--- config.mk ---
export PLATFORM = sky130hd
export DESIGN_NAME = seg_scan_driver_flat
export DESIGN_NICKNAME = d
export VERILOG_FILES = /design/src/rtl/seg_scan_driver_if.sv /design/src/rtl/seg_scan_driver.sv /design/src/flat_wrapper.sv
export SDC_FILE = /design/constraint.sdc
export NUM_CORES = 1
export LEC_CHECK = 0
export ABC_CLOCK_PERIOD_IN_PS = 2600
export CAP_MARGIN = 15
export CORE_MARGIN = 2
export CORE_UTILIZATION = 43
export CTS_BUF_LIST = sky130_fd_sc_hd__clkbuf_2 sky130_fd_sc_hd__clkbuf_4 sky130_fd_sc_hd__clkbuf_8
export DETAILED_ROUTE_END_ITERATION = 8
export PLACE_DENSITY = 0.72
export RECOVER_POWER = 100
export SLEW_MARGIN = 20
export SYNTH_ARGS = -nofsm -noshare
export SYNTH_HDL_FRONTEND = slang
export SYNTH_SLANG_ARGS = --single-unit
--- constraint.sdc ---
create_clock -name clk -period 2.6 [get_ports clk]
set_input_delay 0.26 -clock clk [delete_from_list [all_inputs] [get_ports clk]]
set_output_delay 0.26 -clock clk [all_outputs]
set_load 0.03 [all_outputs]
--- src/rtl/seg_scan_driver_if.sv ---
// Bundles the BCD/time input side and the seven-segment output side of the
// scan driver so the producer and the display driver share one connection.
interface seg_scan_driver_if;
  logic [31:0] disp_data;
  logic [7:0]  dp_mask;
  logic        lz_en;
  logic [7:0]  an;
  logic [7:0]  seg0;
  logic [7:0]  seg1;
  logic        frame_done;

  modport master (
    output disp_data, dp_mask, lz_en,
    input  an, seg0, seg1, frame_done
  );

  modport slave (
    input  disp_data, dp_mask, lz_en,
    output an, seg0, seg1, frame_done
  );
endinterface

--- src/rtl/seg_scan_driver.sv ---
// Scans an 8-digit display as two 4-digit groups, one digit per group per phase,
// from a per-frame snapshot with blanking, leading-zero suppression and dps.
module seg_scan_driver #(
  parameter int SCAN_DIV  = 100000,
  parameter int BLANK_CYC = 1000
) (
  input  logic             clk,
  input  logic             rst,
  seg_scan_driver_if.slave bus
);
  localparam int DW = (SCAN_DIV > 2) ? $clog2(SCAN_DIV) : 1;
  localparam logic [DW-1:0] DIV_MAX   = DW'(SCAN_DIV - 1);
  localparam logic [DW-1:0] BLANK_END = DW'(BLANK_CYC);

  logic [DW-1:0] div;
  logic [1:0]    phase;
  logic [31:0]   sh_data;
  logic [7:0]    sh_dp;
  logic          sh_lz;
  logic          snap;

  logic [3:0]    nib [8];
  logic [7:0]    blank;
  logic          tail_zero;
  logic [3:0]    onehot;
  logic [2:0]    lo_idx;
  logic [2:0]    hi_idx;
  logic [7:0]    an_n;
  logic [7:0]    seg0_n;
  logic [7:0]    seg1_n;

  function automatic logic [6:0] enc(input logic [3:0] n);
    case (n)
      4'h0: enc = 7'h3F;
      4'h1: enc = 7'h06;
      4'h2: enc = 7'h5B;
      4'h3: enc = 7'h4F;
      4'h4: enc = 7'h66;
      4'h5: enc = 7'h6D;
      4'h6: enc = 7'h7D;
      4'h7: enc = 7'h07;
      4'h8: enc = 7'h7F;
      4'h9: enc = 7'h6F;
      4'hA: enc = 7'h77;
      4'hB: enc = 7'h7C;
      4'hC: enc = 7'h39;
      4'hD: enc = 7'h5E;
      4'hE: enc = 7'h79;
      default: enc = 7'h71;
    endcase
  endfunction

  // The last clock of phase 3 closes the frame and loads the next snapshot.
  assign snap = (phase == 2'd3) && (div == DIV_MAX);

  always_ff @(posedge clk or posedge rst) begin
    if (rst) begin
      div            <= '0;
      phase          <= 2'd0;
      sh_data        <= '0;
      sh_dp          <= '0;
      sh_lz          <= 1'b0;
      bus.frame_done <= 1'b0;
    end else begin
      if (div == DIV_MAX) begin
        div   <= '0;
        phase <= phase + 2'd1;
      end else begin
        div <= div + 1'b1;
      end
      if (snap) begin
        sh_data <= bus.disp_data;
        sh_dp   <= bus.dp_mask;
        sh_lz   <= bus.lz_en;
      end
      bus.frame_done <= snap;
    end
  end

  // Digits are blanked from the top down while every nibble above is zero;
  // enables stay on for blank digits so brightness timing is unchanged.
  always_comb begin
    tail_zero = 1'b1;
    blank     = '0;
    an_n      = '0;
    seg0_n    = '0;
    seg1_n    = '0;
    onehot    = 4'b0001 << phase;
    lo_idx    = {1'b0, phase};
    hi_idx    = {1'b1, phase};
    for (int k = 7; k >= 0; k--) begin
      nib[k]    = sh_data[4*k +: 4];
      tail_zero = tail_zero & (nib[k] == 4'h0);
      blank[k]  = sh_lz & tail_zero & (k != 0);
    end
    if (div >= BLANK_END) begin
      an_n   = {onehot, onehot};
      seg0_n = {sh_dp[lo_idx], blank[lo_idx] ? 7'h00 : enc(nib[lo_idx])};
      seg1_n = {sh_dp[hi_idx], blank[hi_idx] ? 7'h00 : enc(nib[hi_idx])};
    end
  end

  always_ff @(posedge clk or posedge rst) begin
    if (rst) begin
      bus.an   <= '0;
      bus.seg0 <= '0;
      bus.seg1 <= '0;
    end else begin
      bus.an   <= an_n;
      bus.seg0 <= seg0_n;
      bus.seg1 <= seg1_n;
    end
  end
endmodule

--- src/flat_wrapper.sv ---
// flat-port wrapper written by rule: the top's interface ports become plain ports
module seg_scan_driver_flat 
#(
  parameter int SCAN_DIV  = 100000,
  parameter int BLANK_CYC = 1000
)
  (clk, rst, bus_disp_data, bus_dp_mask, bus_lz_en, bus_an, bus_seg0, bus_seg1, bus_frame_done);
  seg_scan_driver_if bus_i ();
  input  logic clk;
  input  logic rst;
  input wire logic [$bits(bus_i.disp_data)-1:0] bus_disp_data;
  input wire logic [$bits(bus_i.dp_mask)-1:0] bus_dp_mask;
  input wire logic [$bits(bus_i.lz_en)-1:0] bus_lz_en;
  output wire logic [$bits(bus_i.an)-1:0] bus_an;
  output wire logic [$bits(bus_i.seg0)-1:0] bus_seg0;
  output wire logic [$bits(bus_i.seg1)-1:0] bus_seg1;
  output wire logic [$bits(bus_i.frame_done)-1:0] bus_frame_done;
  assign bus_i.disp_data = bus_disp_data;
  assign bus_i.dp_mask = bus_dp_mask;
  assign bus_i.lz_en = bus_lz_en;
  assign bus_an = bus_i.an;
  assign bus_seg0 = bus_i.seg0;
  assign bus_seg1 = bus_i.seg1;
  assign bus_frame_done = bus_i.frame_done;
  seg_scan_driver #(.SCAN_DIV(SCAN_DIV), .BLANK_CYC(BLANK_CYC)) u_core (.clk(clk), .rst(rst), .bus(bus_i));
endmodule
Word level (Yosys, flattened, before mapping)
Memories as Yosys holds them, arrays and structs flattened.
Cells that the tools add are included.
Cells by class
  muxes and demuxes: 20
  bitwise operators: 15
  equal/unequal tests: 2
  order comparisons: 5
  shift operators: 1
  $add $sub $neg: 2
  reduce and logical (&&, ||, !) cells: 8
Operators with widths (count)
  $logic_not 4->1: 7
  $bmux 4 s3: 2
  $mux 8: 3
  $add 17x1->17 const B: 1
  $eq 17x17->1 const B: 1
  $ge 17x10->1 const B: 1
  $mux 17: 1
  $mux 4: 4
  $mux 7: 2
  $and 1x1->1: 13
  $bmux 1 s2: 4
  $ge 4x4->1 const B: 2
  $lt 2x4->1 const B: 1
  $lt 3x4->1 const B: 1
  $mux 1: 4
  $not 2->4: 1
  $not 3->4: 1
  $shl 1x2->4 const A: 1
  $add 2x1->2 const B: 1
  $eq 2x2->1 const B: 1
  $logic_and 1x1->1: 1
Word-level totals
  bits in registers: 85
  ROM bits: 224
  logic and storage cells: 64
  bits of input ports: 43
  memories: 2
Memories
  (no name shown): depth 16, bits a word 7, read ports 1, clocked after memory_dff 0, wr ports 0, RTL line seg_scan_driver.sv:33  | case (n)
  (no name shown): depth 16, bits a word 7, read ports 1, clocked after memory_dff 0, wr ports 0, RTL line seg_scan_driver.sv:33

Longest topological paths before layout
  depth after elaboration: 12
  mapped depth: 10
  gate-level depth less buffers: 8

Worst setup path before layout
Ideal clock, no wire load.
  path kind: flip-flop to flip-flop
  start: register u_core.phase[0]
  end: register u_core.bus.seg0[3]
  slack: 0.443 ns
  buffers on the path: 1
  data required time: 2.501 ns
  arrival time: 2.058 ns
  cell stages (with the launch flop): 6
  library setup time: 0.099 ns
  path through: dfrtp_1 > buf_2 > mux4_2 > ha_1 > or2_2 > a311oi_1
Between the ends
  cells in the longest elaborated chain, start to end: 7
RTL lines
  start, declared: RTL line seg_scan_driver.sv:16  | logic [1:0] phase;
  start signal, assigned: RTL line seg_scan_driver.sv:67  | phase <= phase + 2'd1;
  $not 2->4 (not written as such): RTL line seg_scan_driver.sv:98  | seg0_n = {sh_dp[lo_idx], blank[lo_idx] ? 7'h00 : enc(nib[lo_idx])};
  $bmux 4 s3: RTL line seg_scan_driver.sv:98
  $mux 4 (not written as such) (2 in series): RTL line seg_scan_driver.sv:98
  $mem_v2 16x7
  $mux 7 (*): RTL line seg_scan_driver.sv:98
  $mux 8 (*): RTL line seg_scan_driver.sv:96  | if (div >= BLANK_END) begin
  net u_core.seg0_n[3]: RTL line seg_scan_driver.sv:29  | logic [7:0] seg0_n;
  end signal, assigned: RTL line seg_scan_driver.sv:110  | bus.seg0 <= seg0_n;
  end, declared: RTL line seg_scan_driver_if.sv:19  | output an, seg0, seg1, frame_done
Mark *: on every way through the listed nets, which the timed path passes. The rest lies on a longest branch. The select of a mux whose other input is x is not followed.
A chain may end at the register's enable or synchronous reset.

Worst setup path in the final report
  start: register u_core.phase[1]
  end: register u_core.bus.seg1[3]
Between the ends
  cells in the longest elaborated chain, start to end: 7
RTL lines
  $not 3->4 (not written as such): RTL line seg_scan_driver.sv:99  | seg1_n = {sh_dp[hi_idx], blank[hi_idx] ? 7'h00 : enc(nib[hi_idx])};
  $bmux 4 s3: RTL line seg_scan_driver.sv:99
  $mux 4 (not written as such) (2 in series): RTL line seg_scan_driver.sv:99
  $mem_v2 16x7
  $mux 7 (*): RTL line seg_scan_driver.sv:99
  $mux 8 (*): RTL line seg_scan_driver.sv:96
  net u_core.seg1_n[3]: RTL line seg_scan_driver.sv:30  | logic [7:0] seg1_n;
  end signal, assigned: RTL line seg_scan_driver.sv:111  | bus.seg1 <= seg1_n;
  end, declared: RTL line seg_scan_driver_if.sv:19
Marked as above.

==> impl_metrics.py <==
metrics = {
    "synth": {
        "synth_cell_type_count": 39,
        "syn_nets": 370,
        "ys_seq_elements": 81,
        "synthFlopType": "dfrtp_1",
        "synth_area_um2": 4100,
        "synth_edf_count": 0,
        "synth_top_family_by_area": "multiplexers",
        "syn_area_per_cell_um2": 13.2,
        "ys_async_sr_fraction_pct": 100,
        "synth_compound_area_share_pct": 5.43,
        "syn-instance-count": 311,
        "synth-simple-area-share_pct": 10.4,
        "seq_area_frac_synth_pct": 49.5,
        "yosys_warnings": 0,
        "synthMuxAreaShare_pct": 22.4,
        "yosys.area_share.adder_pct": 4.88,
        "synth-xor-area-share_pct": 3.21,
    },
    "clocking": {
        "clock_sinks": 81,
        "ctsHoldBuffers": 0,
        "insertion_delay_ps": 340,
        "cts-htree-levels": 3,
        "cts_resized": 0,
        "cts_setup_buffers": 0,
        "path_clk_slew_ps": 70,
        "clockBufferDepth": 2,
        "cts_buffers": 9,
        "tritoncts": "yes",
        "cts-root-buf": "clkbuf_8",
    },
    "drt": {
        "drt_iter0_drc": 114,
        "ant_nets": 0,
        "firstDrtPassIters": 4,
        "viasPerCell": 5.08,
        "detail_route.wl_per_cell_um": 15.2,
        "vias": 2603,
        "wl_um": 7800,
        "route.detailed.drc": 0,
    },
    "sta": {
        "whs_ps": 502,
        "tightest_slew_ps": 1910,
        "period_minus_slack_ps": 2280,
        "hold_viol": 0,
        "setup_violations": 0,
        "fin_skew_ps": 8.76,
        "fin_ws_ps": 322,
        "slew_viol_final": 82,
        "fmax_mhz": 439,
        "setup_tns_ps": 0,
        "slew_headroom_pct": -27.6,
        "rsz0062_at_grt": "false",
        "timing.final.crit_share_pct": 87.6,
    },
    "global_routing": {
        "overflow": 0,
        "grt_pass1_wl_um": 13100,
        "first_global_vias": 2588,
        "antenna_found_initial": 0,
        "grt_max_degree": 82,
        "grt_usage_pct": 16.6,
    },
    "floorplan": {
        "core_um2": 9240,
        "start_util_pct": 44.4,
        "io_pins": 68,
        "die_h_um": 102,
        "fp-row-count": 35,
        "die_area_um2": 10300,
        "die_width_um": 102,
    },
    "critical_path": {
        "reg2reg_from": "u_core.phase[1]",
        "required_ps": 2860,
        "crit_fanout": 11,
        "worstPathArrival_ps": 2540,
        "crit_path_end_kind": "flop",
        "cp-startpoint": "u_core.phase[1]",
        "startpoint_type": "flop",
        "crit_type": "reg -> reg",
    },
    "place": {
        "hpwl_um": 5800,
        "port_buffers": 67,
        "dpl_worst_slack_ps": 327,
        "gp_congestion": 0.790,
        "dpl_cell_area_um2": 4890,
        "dpl.cell_count": 497,
    },
    "min_path": {
        "hp-class": "reg -> reg",
        "min-delay-start": "u_core.sh_dp[4]",
    },
    "power_and_ir_drop": {
        "pwr-share-seq_pct": 56.6,
        "p_total_mw": 2.22,
        "combPwrFrac_pct": 4.0,
        "power_density_nw_per_um2": 453,
        "p_switching_mw": 0.439,
        "p_int_mw": 1.78,
        "p_leak_nw": 2.31,
        "clkPwrFrac_pct": 39.4,
        "p_sw_share_pct": 19.7,
        "irDropWorstVdd_mv": 0.260,
    },
    "final_layout": {
        "mostFrequentLayoutCell": "dfrtp_1",
        "antenna_cells": 0,
        "syn_to_final_growth_pct": 19.6,
        "fillers": 825,
        "register_area_um2": 2030,
        "drive_above_1_share_pct": 10.7,
        "finalNetCount": 438,
        "instances_no_fill": 512,
        "layout_common_cells": "81 x dfrtp_1, 42 x clkdlybuf4s50_1, 38 x mux2_1",
        "fin_util_pct": 53.1,
        "multiInputGateArea_um2": 1750,
        "stdcell_area_um2": 4900,
    },
    "status": {
        "violations": "max-capacitance violations, max-slew violations",
        "run_status": "finished with violations",
    },
    "flow_run": {
        "maxCapViolations": 1,
    },
}
## critical path, cell delays in order (launching register included)
cell and delay [ps]:
dfrtp_1 640, mux4_2 640, inv_1 130, ha_1 160, inv_1 50, mux4_2 460
nor2_1 120
## power groups by stage
stage	Combinational [mW]	Sequential [mW]	Clock, mW
after floorplan	0.0198	1.28	0
after global placement	0.0967	1.28	0
after detailed placement	0.0975	1.28	0
after CTS	0.0978	1.26	0.910
after global routing	0.0988	1.26	0.962
final	0.0890	1.26	0.875
## logic make-up (layout without fill, tap and decap cells)
logic type | after synthesis | after routing
DFF | 81 | 81
and+or+nand+nor | 78 | 78
muxes | 58 | 58
buffers and inverters | 32 | 104
AOI/OAI and AO/OA | 31 | 31
adders and majority gates | 16 | 16
xor gates and xnor gates | 15 | 15
## metal layers
layer | wire length [um] | global-route usage (%) | up-vias
met5 | 0 | 0 | -
met4 | 95 | 7.38 | 0
met3 | 336 | 3.86 | 8
met2 | 3810 | 26.5 | 63
met1 | 3560 | 21.6 | 1296
li1 | - | - | 1236
## final cells by class
cell class | count | area share (%)
flip-flops and latches | 81 | 41.3
multi-input cells | 198 | 35.7
repair buffers | 73 | 14.6
well taps | 129 | 3.29
clock buffers | 12 | 2.99
inverters | 16 | 1.25
clock inverters | 3 | 0.868
## registers in the layout (all words and copies together), names as in the netlist
signal and cells:
u_core.bus.an 4, u_core.bus.frame_done 1, u_core.bus.seg0 8, u_core.bus.seg1 8, u_core.div 17, u_core.phase 2
u_core.sh_data 32, u_core.sh_dp 8, u_core.sh_lz 1
## synthesized netlist by cell type, drive strengths merged, types with 6 or more instances
cell,count,area [um2]
nand2,7,26.3
buf,14,105
a21oi,10,50.1
mux2,43,631
nand3,7,35.0
nor2,26,97.6
xnor2,10,87.6
mux4,11,248
inv,16,60.1
and2,8,50.1
dfrtp,81,2030
nand4,6,43.8
nor4,8,71.3
ha,16,200
## final timing paths
path                                 endpoint  slack, ps  cells past startpoint
max                        u_core.bus.seg1[3]        320                      6
min                           u_core.sh_dp[4]        500                      1
max reg2reg                u_core.bus.seg1[3]        320                      6
min reg2reg                   u_core.sh_dp[4]        500                      1
max in group asynchronous     u_core.phase[0]        540                      3
min in group asynchronous     u_core.sh_dp[4]        900                      3
No activity file was read; power rests on OpenSTA's default activity.
